--- src/rtl/tinyqv_uart_pkg.sv ---
// Shared UART definitions for the tinyQV receive and transmit peripherals.
package tinyqv_uart_pkg;

  localparam int UART_DATA_BITS = 8;
  localparam int UART_MIN_DIV   = 4;

  typedef enum logic [1:0] {
    IDLE,
    START,
    DATA,
    STOP
  } uart_rx_state_t;

endpackage

--- src/rtl/sync_2ff.sv ---
// Generic two-flop synchronizer for asynchronous ui_in pins; RESET_VAL sets the idle level.
module sync_2ff #(
  parameter logic RESET_VAL = 1'b0
) (
  input  logic clk,
  input  logic rst_n,
  input  logic i_d,
  output logic o_q
);

  logic r_meta;
  logic r_sync;

  always_ff @(posedge clk or negedge rst_n) begin
    if (!rst_n) begin
      r_meta <= RESET_VAL;
      r_sync <= RESET_VAL;
    end else begin
      r_meta <= i_d;
      r_sync <= r_meta;
    end
  end

  assign o_q = r_sync;

endmodule

--- src/rtl/tinyqv_uart_rx.sv ---
// 8N1 UART receiver for tinyQV: start-bit glitch rejection, single holding register,
// sticky framing/overrun flags cleared by a CPU read strobe.
module tinyqv_uart_rx
  import tinyqv_uart_pkg::*;
#(
  parameter int DIV_WIDTH = 13
) (
  input  logic                 clk,
  input  logic                 rst_n,
  input  logic                 uart_rxd,
  input  logic [DIV_WIDTH-1:0] divider,
  input  logic                 data_read,
  output logic [7:0]           data_out,
  output logic                 data_valid,
  output logic                 framing_error,
  output logic                 overrun,
  output logic                 rx_busy
);

  localparam logic [DIV_WIDTH-1:0] MIN_DIV = DIV_WIDTH'(UART_MIN_DIV);
  localparam logic [DIV_WIDTH-1:0] ONE     = DIV_WIDTH'(1);
  localparam logic [2:0]           LAST_BIT = 3'(UART_DATA_BITS - 1);

  uart_rx_state_t r_state;
  uart_rx_state_t w_nextState;

  logic                      w_rxs;
  logic                      r_rxsPrev;
  logic                      w_fall;
  logic [DIV_WIDTH-1:0]      w_divClamped;
  logic [DIV_WIDTH-1:0]      r_divQ;
  logic [DIV_WIDTH-1:0]      r_cnt;
  logic                      r_tick;
  logic                      r_bit;
  logic [2:0]                r_bitIdx;
  logic [UART_DATA_BITS-1:0] r_shift;
  logic                      w_byteDone;
  logic                      w_frameErr;

  sync_2ff #(.RESET_VAL(1'b1)) u_rxdSync (
    .clk   (clk),
    .rst_n (rst_n),
    .i_d   (uart_rxd),
    .o_q   (w_rxs)
  );

  assign w_fall       = r_rxsPrev & ~w_rxs;
  assign w_divClamped = (divider < MIN_DIV) ? MIN_DIV : divider;

  // Bit-period counter; a zero count registers the line into r_bit and raises r_tick for the FSM.
  always_ff @(posedge clk or negedge rst_n) begin
    if (!rst_n) begin
      r_rxsPrev <= 1'b1;
      r_divQ    <= MIN_DIV;
      r_cnt     <= '0;
      r_tick    <= 1'b0;
      r_bit     <= 1'b1;
    end else begin
      r_rxsPrev <= w_rxs;
      r_bit     <= w_rxs;
      r_tick    <= (r_state != IDLE) && (r_cnt == '0);
      if (r_state == IDLE) begin
        if (w_fall) begin
          r_divQ <= w_divClamped;
          r_cnt  <= (w_divClamped >> 1) - ONE;
        end
      end else if (r_cnt == '0) begin
        r_cnt <= r_divQ - ONE;
      end else begin
        r_cnt <= r_cnt - ONE;
      end
    end
  end

  always_ff @(posedge clk or negedge rst_n) begin
    if (!rst_n) r_state <= IDLE;
    else        r_state <= w_nextState;
  end

  always_comb begin
    w_nextState = r_state;
    case (r_state)
      IDLE:    if (w_fall) w_nextState = START;
      START:   if (r_tick) w_nextState = r_bit ? IDLE : DATA;
      DATA:    if (r_tick && (r_bitIdx == LAST_BIT)) w_nextState = STOP;
      STOP:    if (r_tick) w_nextState = IDLE;
      default: w_nextState = IDLE;
    endcase
  end

  always_comb begin
    w_byteDone = (r_state == STOP) && r_tick && r_bit;
    w_frameErr = (r_state == STOP) && r_tick && !r_bit;
    rx_busy    = (r_state != IDLE);
  end

  always_ff @(posedge clk or negedge rst_n) begin
    if (!rst_n) begin
      r_bitIdx <= '0;
      r_shift  <= '0;
    end else if ((r_state == START) && r_tick) begin
      r_bitIdx <= '0;
    end else if ((r_state == DATA) && r_tick) begin
      r_shift  <= {r_bit, r_shift[UART_DATA_BITS-1:1]};
      r_bitIdx <= r_bitIdx + 3'd1;
    end
  end

  // A read and a completing byte in the same cycle: the byte wins and no overrun is flagged.
  always_ff @(posedge clk or negedge rst_n) begin
    if (!rst_n) begin
      data_out      <= '0;
      data_valid    <= 1'b0;
      framing_error <= 1'b0;
      overrun       <= 1'b0;
    end else begin
      if (data_read) begin
        data_valid    <= 1'b0;
        framing_error <= 1'b0;
        overrun       <= 1'b0;
      end
      if (w_byteDone) begin
        data_out   <= r_shift;
        data_valid <= 1'b1;
        if (data_valid && !data_read) overrun <= 1'b1;
      end
      if (w_frameErr) framing_error <= 1'b1;
    end
  end

endmodule

--- config.mk ---
export PLATFORM = sky130hd
export DESIGN_NAME = tinyqv_uart_rx
export DESIGN_NICKNAME = d
export VERILOG_FILES = /design/src/rtl/tinyqv_uart_pkg.sv /design/src/rtl/sync_2ff.sv /design/src/rtl/tinyqv_uart_rx.sv
export SDC_FILE = /design/constraint.sdc
export NUM_CORES = 1
export LEC_CHECK = 0
export ABC_CLOCK_PERIOD_IN_PS = 2610
export CAP_MARGIN = 40
export CORE_ASPECT_RATIO = 1.75
export CORE_MARGIN = 3
export CORE_UTILIZATION = 53
export CTS_BUF_LIST = sky130_fd_sc_hd__clkbuf_8
export CTS_CLUSTER_DIAMETER = 30
export DETAILED_ROUTE_END_ITERATION = 12
export PLACE_DENSITY = 0.78
export SLEW_MARGIN = 20
export SYNTH_ARGS = -nofsm -noshare
export SYNTH_HDL_FRONTEND = slang
export SYNTH_HIERARCHICAL = 1
export SYNTH_SLANG_ARGS = --single-unit
--- constraint.sdc ---
create_clock -name clk -period 2.61 [get_ports clk]
set_input_delay 0.522 -clock clk [delete_from_list [all_inputs] [get_ports clk]]
set_output_delay 0.522 -clock clk [all_outputs]
set_load 0.005 [all_outputs]
# ---- Word level (Yosys, flattened, before mapping)
# Index checks and enable logic that the tools add are counted.
dict set report word_totals {
  ff_bits 54
  latchBits 0
  mem_bits_rw 0
  romBits 0
  inputBits 17
  out_inout_bits 12
  elab_cells 66
  n_memories 0
}
dict set report classes {
  addsub 4
  multipliers 0
  div_mod_pow 0
  n_lt_le_gt_ge 1
  eq_ne 8
  shifts 0
  n_mux 18
  bitwise_logic 3
  reduce_logical 19
}
# op n
set op_table {}
lappend op_table {{$mux 13} 4}
lappend op_table {{$sub 13x1->13 const B} 2}
lappend op_table {{$logic_not 13->1} 1}
lappend op_table {{$lt 13x3->1 const B} 1}
lappend op_table {{$sub 12x1->13 const B} 1}
lappend op_table {{$mux 2} 5}
lappend op_table {{$logic_and 1x1->1} 8}
lappend op_table {{$ne 2x2->1 const B} 4}
lappend op_table {{$pmux 2 s4} 1}
lappend op_table {{$reduce_bool 2->1} 4}
lappend op_table {{$mux 1} 6}
lappend op_table {{$mux 3} 2}
lappend op_table {{$eq 2x2->1 const B} 2}
lappend op_table {{$reduce_and 2->1} 2}
lappend op_table {{$reduce_and 4->1} 1}
lappend op_table {{$add 3x1->3 const B} 1}
lappend op_table {{$eq 3x3->1 const B} 1}
lappend op_table {{$eq 2x1->1 const B} 1}
lappend op_table {{$logic_not 1->1} 2}
lappend op_table {{$logic_not 2->1} 1}
lappend op_table {{$not 1->1} 2}
lappend op_table {{$and 1x1->1} 1}

# ---- Longest topological paths before layout
# Gate-level depths: netlist (run 1).
dict set report depth {
  ltp_word 5
  ltp_mapped 12
  ltp_nobuf 10
}

# ---- Modules after synthesis
# Netlist (run 1), hierarchy kept.
# module instances cells_each area_each_um2 seq_area_each_um2
set by_module_without_submodules {}
lappend by_module_without_submodules {tinyqv_uart_rx 1 284 2713.9 1303.8}
lappend by_module_without_submodules {sync_2ff 1 2 52.6 52.6}

# ---- Least setup slack after synthesis (run 1)
# No wires, ideal clock.
dict set report synth_path {
  kind {input to register}
  from {input port divider[10]}
  to {register r_cnt[12]}
  setup_ns 0.065
  arrival_ns 2.847
  required_time_ns 2.545
  setup_slack_ns -0.302
  stages 10
  path_buffers 0
  path_cell_list {or4_4 -> o41ai_4 -> a22oi_2 -> inv_1 -> ha_1 -> o21ai_1 -> or3_1 -> nor3_1 -> mux2i_1 -> o211a_1}
}
dict set report synth_between {
  elab_chain_len 5
}
# item line_no
set synth_lines {}
lappend synth_lines {{from (decl)} tinyqv_uart_rx.sv:11} ;# input logic [DIV_WIDTH-1:0] divider,
lappend synth_lines {{$lt 13x3->1} tinyqv_uart_rx.sv:48} ;# assign w_divClamped = (divider < MIN_DIV) ? MIN_DIV : divider;
lappend synth_lines {{$mux 13 (*)} tinyqv_uart_rx.sv:48}
lappend synth_lines {{$sub 12x1->13 (*)} tinyqv_uart_rx.sv:65} ;# r_cnt <= (w_divClamped >> 1) - ONE;
lappend synth_lines {{$mux 13 (*)} tinyqv_uart_rx.sv:63} ;# if (w_fall) begin
lappend synth_lines {{$mux 13 (*)} tinyqv_uart_rx.sv:62} ;# if (r_state == IDLE) begin
lappend synth_lines {{to (signal assigned)} tinyqv_uart_rx.sv:65}
lappend synth_lines {{to (signal assigned)} tinyqv_uart_rx.sv:68} ;# r_cnt <= r_divQ - ONE;
lappend synth_lines {{to (signal assigned)} tinyqv_uart_rx.sv:70} ;# r_cnt <= r_cnt - ONE;
lappend synth_lines {{to (decl)} tinyqv_uart_rx.sv:32} ;# logic [DIV_WIDTH-1:0] r_cnt;
# Every way passes the cells marked *; elsewhere a longest branch is shown, timed or not. The select of a mux whose other input is x is not followed.
# A chain may end at the register's enable or synchronous reset.

# ---- Worst setup path after layout (run 1)
dict set report layout_path {
  from {input port divider[11]}
  to {register r_cnt[8]}
}
dict set report layout_between {
  elab_chain_len 5
}
# item line_no
set layout_lines {}
lappend layout_lines {{$lt 13x3->1} tinyqv_uart_rx.sv:48}
lappend layout_lines {{$mux 13} tinyqv_uart_rx.sv:48}
lappend layout_lines {{$sub 12x1->13} tinyqv_uart_rx.sv:65}
lappend layout_lines {{$mux 13} tinyqv_uart_rx.sv:63}
lappend layout_lines {{$mux 13} tinyqv_uart_rx.sv:62}
# Every way passes these cells. The select of a mux whose other input is x is not followed.

==> run_results.csv, run 1 <==
group,metric,value,unit
worst_setup_path,worst_path_largest_cell_delay,560,ps
sta,fin_crit_sh,1.038,
worst_setup_path,crit_type,"input port to flop",
worst_setup_path,ff2ff_setup_slack,130,ps
worst_setup_path,worstReg2RegEnd,"r_cnt[8]",
power_and_ir_drop,power_density,694.7,nW/um^2
sta,setup_ws,-99.36,ps
worst_setup_path,rr_worst_depth,10,
floorplan,io_pins,29,
hold_path,hp-class,"input port to asynchronous set/reset pin",
power_and_ir_drop,seqPwrFrac,0.479,
floorplan,placementRows,34,
logic_synthesis,synth_edf_count,0,
power_and_ir_drop,switching_share,0.3426,
logic_synthesis,yosysTopAreaCell,"dfrtp_1",
sta,finalHoldViolCount,0,
worst_setup_path,slowest_stage,"or4_4",
place,portBuffers,28,
place,globalplace.congestion,0.9283,
outcome,outcome,"complete, but fails checks",
worst_setup_path,critPathMaxFanout,3,
sta,slew_violations,0,
clock_network,numCtsBuffers,5,
finish,stdcell_area,3447,sq um
run,cap_violations,0,
sta,relSlewSlack,0.5938,
clock_network,cts_tree,"done",
floorplan,start_util,0.5511,
place,place_ws,-711.6,ps
worst_setup_path,cp-start-kind,"input port",
sta,finClkSkew,7.923,ps
logic_synthesis,ys_warn_count,6,
power_and_ir_drop,p_sw,0.0008205,W
global_route,antenna_found_initial,0,
global_route,grt_max_degree,23,
logic_synthesis,syn_area,2766,sq um
power_and_ir_drop,peakVddDrop,0.5535,mV
floorplan,die_h,101.6,um
drt,drt-total-wl,6755,um
drt,wl_per_cell,16.76,um
place,placed_cell_area,3306,sq um
logic_synthesis,synth_area_leaders,"dfrtp_1 (45%), mux2_2 (7.3%), nand2_1 (6.5%), nor2_1 (4.2%), a21oi_1 (3.8%)",
finish,fin_cells,403,
clock_network,cts.sinks,54,
logic_synthesis,avgSynthCellArea,9.673,sq um
sta,clock.fmax,0.3691,GHz
worst_setup_path,end_kind,"flop",
logic_synthesis,yosysSeqAreaShare,0.4903,
drt,vias_per_cell,5.878,
drt,vias,2369,
logic_synthesis,yosysUniqueCellTypes,49,
power_and_ir_drop,power.share.clock,0.209,
logic_synthesis,ys.flop_type,"dfrtp_1",
clock_network,htree_levels,2,
floorplan,coreArea,5020,sq um
finish,n_antenna_cell,0,
clock_network,cts.hold.buffers_added,0,
power_and_ir_drop,power_leakage,1.573,nW
clock_network,clockBufferDepth,2,
power_and_ir_drop,internal_power,0.001574,W
worst_setup_path,r2r-start,"r_state[0]",
sta,setup_viol,3,
finish,nFillCells,416,
sta,tns,-147.8,ps
sta,tightest_slew,607.8,ps
place,dpl.cell_count,390,
drt,drt_iter0_drc,145,
logic_synthesis,synth.ff_latch_count,54,
global_route,track_usage,0.2438,
worst_setup_path,path_cells,"buf_6, or4_4, o41ai_4, a22oi_2, inv_1, ha_2, o21ai_2, or3_4, buf_6, a31oi_4, nor2_1, nor3_1",
global_route,grt_pass1_wl,11390,um
global_route,gr-total-overflow,0,
power_and_ir_drop,comb_power_share,0.312,
finish,nNetsFinal,368,
floorplan,die_width,60.62,um
clock_network,clk_latency,310,ps
sta,min_period,2709,ps
worst_setup_path,cp_common_cell,"buf_6",
finish,synthToLayoutAreaGrowth,24.60,%
outcome,violations,"negative setup slack",
clock_network,cts.root.buffer_cell,"clkbuf_8",
worst_setup_path,worstPathArrival,2930,ps
drt,detail_route.first_pass.iterations,4,
finish,drive_gt1_frac,0.2607,
floorplan,dieArea,6157,sq um
worst_setup_path,required,2830,ps
logic_synthesis,synth_top_area_frac,0.4523,
drt,ant_nets,0,
clock_network,clk_pin_slew,100,ps
logic_synthesis,syn-num-nets,306,
sta,rsz0062_at_grt,"true",
drt,drc,0,
logic_synthesis,synthArstFlopShare,1.000,
place,hpwl,5011,um
global_route,first_global_vias,2484,
logic_synthesis,synthCells,286,
[synth_stat cells, types with 5 or more instances]
master	number
dfrtp_1	50
nand2_1	48
nor2_1	31
a21oi_1	21
mux2_2	18
o21ai_0	11
o21ai_1	9
nor3_1	8
inv_1	7
a22o_1	5
nand4_1	5
nor2b_1	5
[stage by stage]
stage	total power [W]	utilization	hold slack, ps
finish	0.002395	0.6867	157.0
global route	0.002553	0.6867	187.9
CTS	0.002393	0.6825	174.6
detailed placement	0.001884	0.6585	350.0
global placement	0.001857	0.6585	347.8
floorplan	0.001602	-	226.4
[power by group through the flow]
stage               clock [W]  combinational [W]  sequential (W)
finish               0.000499           0.000748         0.00115
global route         0.000549           0.000833         0.00117
CTS                  0.000514           0.000737         0.00114
detailed placement          0           0.000726         0.00116
global placement            0           0.000707         0.00115
floorplan                   0           0.000496         0.00111
[placed cells by master (no fill, tap or decap), types with 7 or more instances in the layout]
master	n
inv_1	7
buf_4	37
a21oi_1	21
o21ai_0	11
clkdlybuf4s50_1	19
dfrtp_1	50
nor2_1	31
mux2_2	18
o21ai_1	8
nand2_1	48
[worst max path at each step]
stage                            from        end  slack, ps  depth (start not counted)
after floorplan           divider[10]  r_cnt[12]       -170                         10
after global placement    divider[10]  r_cnt[12]       -620                         11
final                     divider[11]   r_cnt[8]       -100                         12
after detailed placement  divider[10]  r_cnt[12]       -710                         11
after global routing      divider[11]   r_cnt[8]       -180                         12
after CTS                  divider[5]  r_cnt[12]       -110                         11
[registers in the layout, summed over array words and instances, names as in the netlist, named ones only]
signal,cells
data_valid,1
r_bit,1
r_state,1
overrun,1
r_cnt,13
u_rxdSync/o_q,1
r_bitIdx,3
r_shift,8
r_divQ,13
u_rxdSync/r_meta,1
framing_error,1
r_tick,1
data_out,8
[worst max-delay path: cells and delay by family]
kind | cells | cell delay, ps
and+or+nand+nor | 4 | 1190
AOI/OAI and AO/OA | 4 | 740
buffers and inverters | 3 | 300
adders and majority gates | 1 | 180
[area by class of cell]
cell class / count / area (sq um) / area share
sequential: 54 / 1356 / 0.3935
clock inverter: 2 / 16.27 / 0.004719
tap: 54 / 67.56 / 0.01960
inverter: 8 / 30.03 / 0.008711
multi-input combinational: 213 / 1353 / 0.3924
clock buffer: 6 / 82.58 / 0.02396
timing repair buffer: 66 / 541.8 / 0.1572
[per-layer routing]
metal / routed length [um] / track usage / part of all wire
met1: 2625 / 0.2932 / 0.39
met2: 3519 / 0.4048 / 0.52
met3: 265 / 0.02551 / 0.039
met4: 345 / 0.1486 / 0.051
met5: 0 / 0 / 0
[what timing repair did]
| item | in CTS | in global routing |
|---|---|---|
| pin swaps | 8 | 10 |
| setup buffers | 3 | 2 |
| endpoints found under the setup margin | 11 | 8 |
| resized for setup | 23 | 9 |
[logic make-up (layout without fill, tap and decap cells)]
kind of cell / after synthesis / after routing / synth area share
buffers and inverters: 19 / 82 / 0.03754
adder cells (fa/ha/maj): 3 / 3 / 0.01357
flip-flops: 54 / 54 / 0.4903
multiplexers: 20 / 20 / 0.08051
AND/OR/NAND/NOR: 119 / 119 / 0.2053
AO/OA/AOI/OAI: 64 / 64 / 0.1506
XOR/XNOR: 7 / 7 / 0.02216
No activity file was read; power rests on OpenSTA's default activity.
==> run 2, diff against run 1 <==
--- a/config.mk
+++ b/config.mk
@@ -14,6 +14,7 @@
 export CTS_CLUSTER_DIAMETER = 30
 export DETAILED_ROUTE_END_ITERATION = 12
 export PLACE_DENSITY = 0.78
+export SKIP_CTS_REPAIR_TIMING = 1
 export SLEW_MARGIN = 20
 export SYNTH_ARGS = -nofsm -noshare
 export SYNTH_HDL_FRONTEND = slang
==> run 2 against run 1 <==
The flow still finishes with violations (negative setup slack). Largest power group unchanged. Setup slack got worse by 25 ps. Cell area is 1.3% higher. Power rose by 2.7%. Sequential power hardly changed. Critical path type unchanged. Critical endpoint is now r_cnt[12].
==> run_results.csv, run 2 (synthesis gave the netlist of run 1 again) <==
group,metric,value,unit
finish,drive_gt1_frac,0.2607,
run,cap_violations,0,
place,globalplace.congestion,0.9283,
power_and_ir_drop,seqPwrFrac,0.468,
floorplan,die_h,101.6,um
sta,clock.fmax,0.3657,GHz
global_route,grt_max_degree,23,
global_route,first_global_vias,2474,
worst_setup_path,worstPathArrival,2980,ps
clock_network,numCtsBuffers,5,
outcome,outcome,"complete, but fails checks",
power_and_ir_drop,peakVddDrop,0.5522,mV
global_route,gr-total-overflow,0,
clock_network,clockBufferDepth,2,
drt,wl_per_cell,16.86,um
floorplan,die_width,60.62,um
finish,stdcell_area,3491,sq um
drt,ant_nets,0,
worst_setup_path,path_cells,"buf_6, or4_4, o41ai_4, a22oi_2, inv_2, ha_4, o21ai_4, or3_4, nor3_4, mux2i_1, o211a_1",
clock_network,clk_pin_slew,100,ps
drt,drt-total-wl,6795,um
sta,slew_violations,0,
sta,fin_crit_sh,1.048,
power_and_ir_drop,power_density,704.6,nW/um^2
worst_setup_path,end_kind,"flop",
drt,detail_route.first_pass.iterations,4,
floorplan,io_pins,29,
finish,post-route-util,0.6954,
drt,vias_per_cell,5.866,
drt,vias,2364,
sta,hold_slack,156.7,ps
place,hpwl,5011,um
finish,nNetsFinal,368,
sta,rsz0062_at_grt,"true",
sta,setup_viol,2,
sta,tightest_slew,584.1,ps
power_and_ir_drop,comb_power_share,0.328,
finish,final_cell_mix,"dfrtp_1 (50), nand2_1 (48), buf_4 (38)",
floorplan,start_util,0.5511,
drt,drc,0,
worst_setup_path,crit_type,"input port to flop",
worst_setup_path,critPathMaxFanout,3,
worst_setup_path,cp-start-kind,"input port",
clock_network,cts_tree,"done",
power_and_ir_drop,power.share.clock,0.204,
finish,n_antenna_cell,0,
sta,finalHoldViolCount,0,
worst_setup_path,worst_path_largest_cell_delay,560,ps
floorplan,coreArea,5020,sq um
place,portBuffers,28,
worst_setup_path,required,2860,ps
sta,finClkSkew,9.842,ps
worst_setup_path,critPathTopFamily,"simple AND/OR/NAND/NOR gates",
power_and_ir_drop,power_leakage,1.616,nW
global_route,grt_pass1_wl,11390,um
power_and_ir_drop,switching_share,0.3479,
power_and_ir_drop,internal_power,0.001604,W
floorplan,placementRows,34,
clock_network,cts.sinks,54,
sta,setup_ws,-124.3,ps
global_route,track_usage,0.2438,
finish,reg_top3,"r_cnt (13), r_divQ (13)",
sta,relSlewSlack,0.6096,
worst_setup_path,critPathBufInv,2,
finish,final_common_cell,"dfrtp_1",
worst_setup_path,slowest_stage,"or4_4",
sta,min_period,2734,ps
drt,drt_iter0_drc,166,
clock_network,htree_levels,2,
finish,synthToLayoutAreaGrowth,26.19,%
clock_network,clk_latency,310,ps
power_and_ir_drop,p_sw,0.0008557,W
place,placed_cell_area,3306,sq um
global_route,antenna_found_initial,0,
hold_path,hp-class,"input port to asynchronous set/reset pin",
clock_network,cts.root.buffer_cell,"clkbuf_8",
floorplan,dieArea,6157,sq um
sta,tns,-210.7,ps
outcome,violations,"negative setup slack",
## run 2: layout make-up
class,instances,area [sq um]
timing repair buffer,66,564.3
clock buffer,6,82.58
fill,408,1529
clock inverter,2,16.27
tap,54,67.56
sequential,54,1356
inverter,8,30.03
multi-input combinational,213,1374
## run 2: path summary, 6_finish.rpt
check | from | endpoint | slack [ps] | depth (start not counted)
worst min register to register | u_rxdSync/r_meta | u_rxdSync/o_q | 360 | 0
max in group asynchronous | rst_n | r_bit | 1770 | 2
worst max-delay path | divider[5] | r_cnt[12] | -120 | 11
min in group clk | u_rxdSync/r_meta | u_rxdSync/o_q | 360 | 0
worst max register to register | r_state[0] | r_cnt[12] | 150 | 11
worst min-delay path | rst_n | r_divQ[3] | 160 | 1
## run 2: routing by layer
| layer | GRT usage | share of wire |
|---|---|---|
| met1 | 0.2916 | 0.39 |
| met2 | 0.4056 | 0.52 |
| met3 | 0.02806 | 0.043 |
| met4 | 0.1469 | 0.051 |
| met5 | 0 | 0 |
## run 2: through the flow
stage / power (W) / std cells / worst slack (ps)
after detailed placement: 0.001884 / 390 / -711.6
after floorplan: 0.001602 / 286 / -173.3
after global routing: 0.002611 / 403 / -208.5
after global placement: 0.001857 / 390 / -623.4
final: 0.002460 / 403 / -124.3
after CTS: 0.002387 / 398 / -391.4
## run 2: power groups by stage
stage          logic, W  clock network, W  registers, W
6_report       0.000808          0.000501       0.00115
5_1_grt        0.000894          0.000547       0.00117
4_1_cts        0.000731          0.000514       0.00114
3_5_place_dp   0.000726                 0       0.00116
3_3_place_gp   0.000707                 0       0.00115
2_1_floorplan  0.000496                 0       0.00111
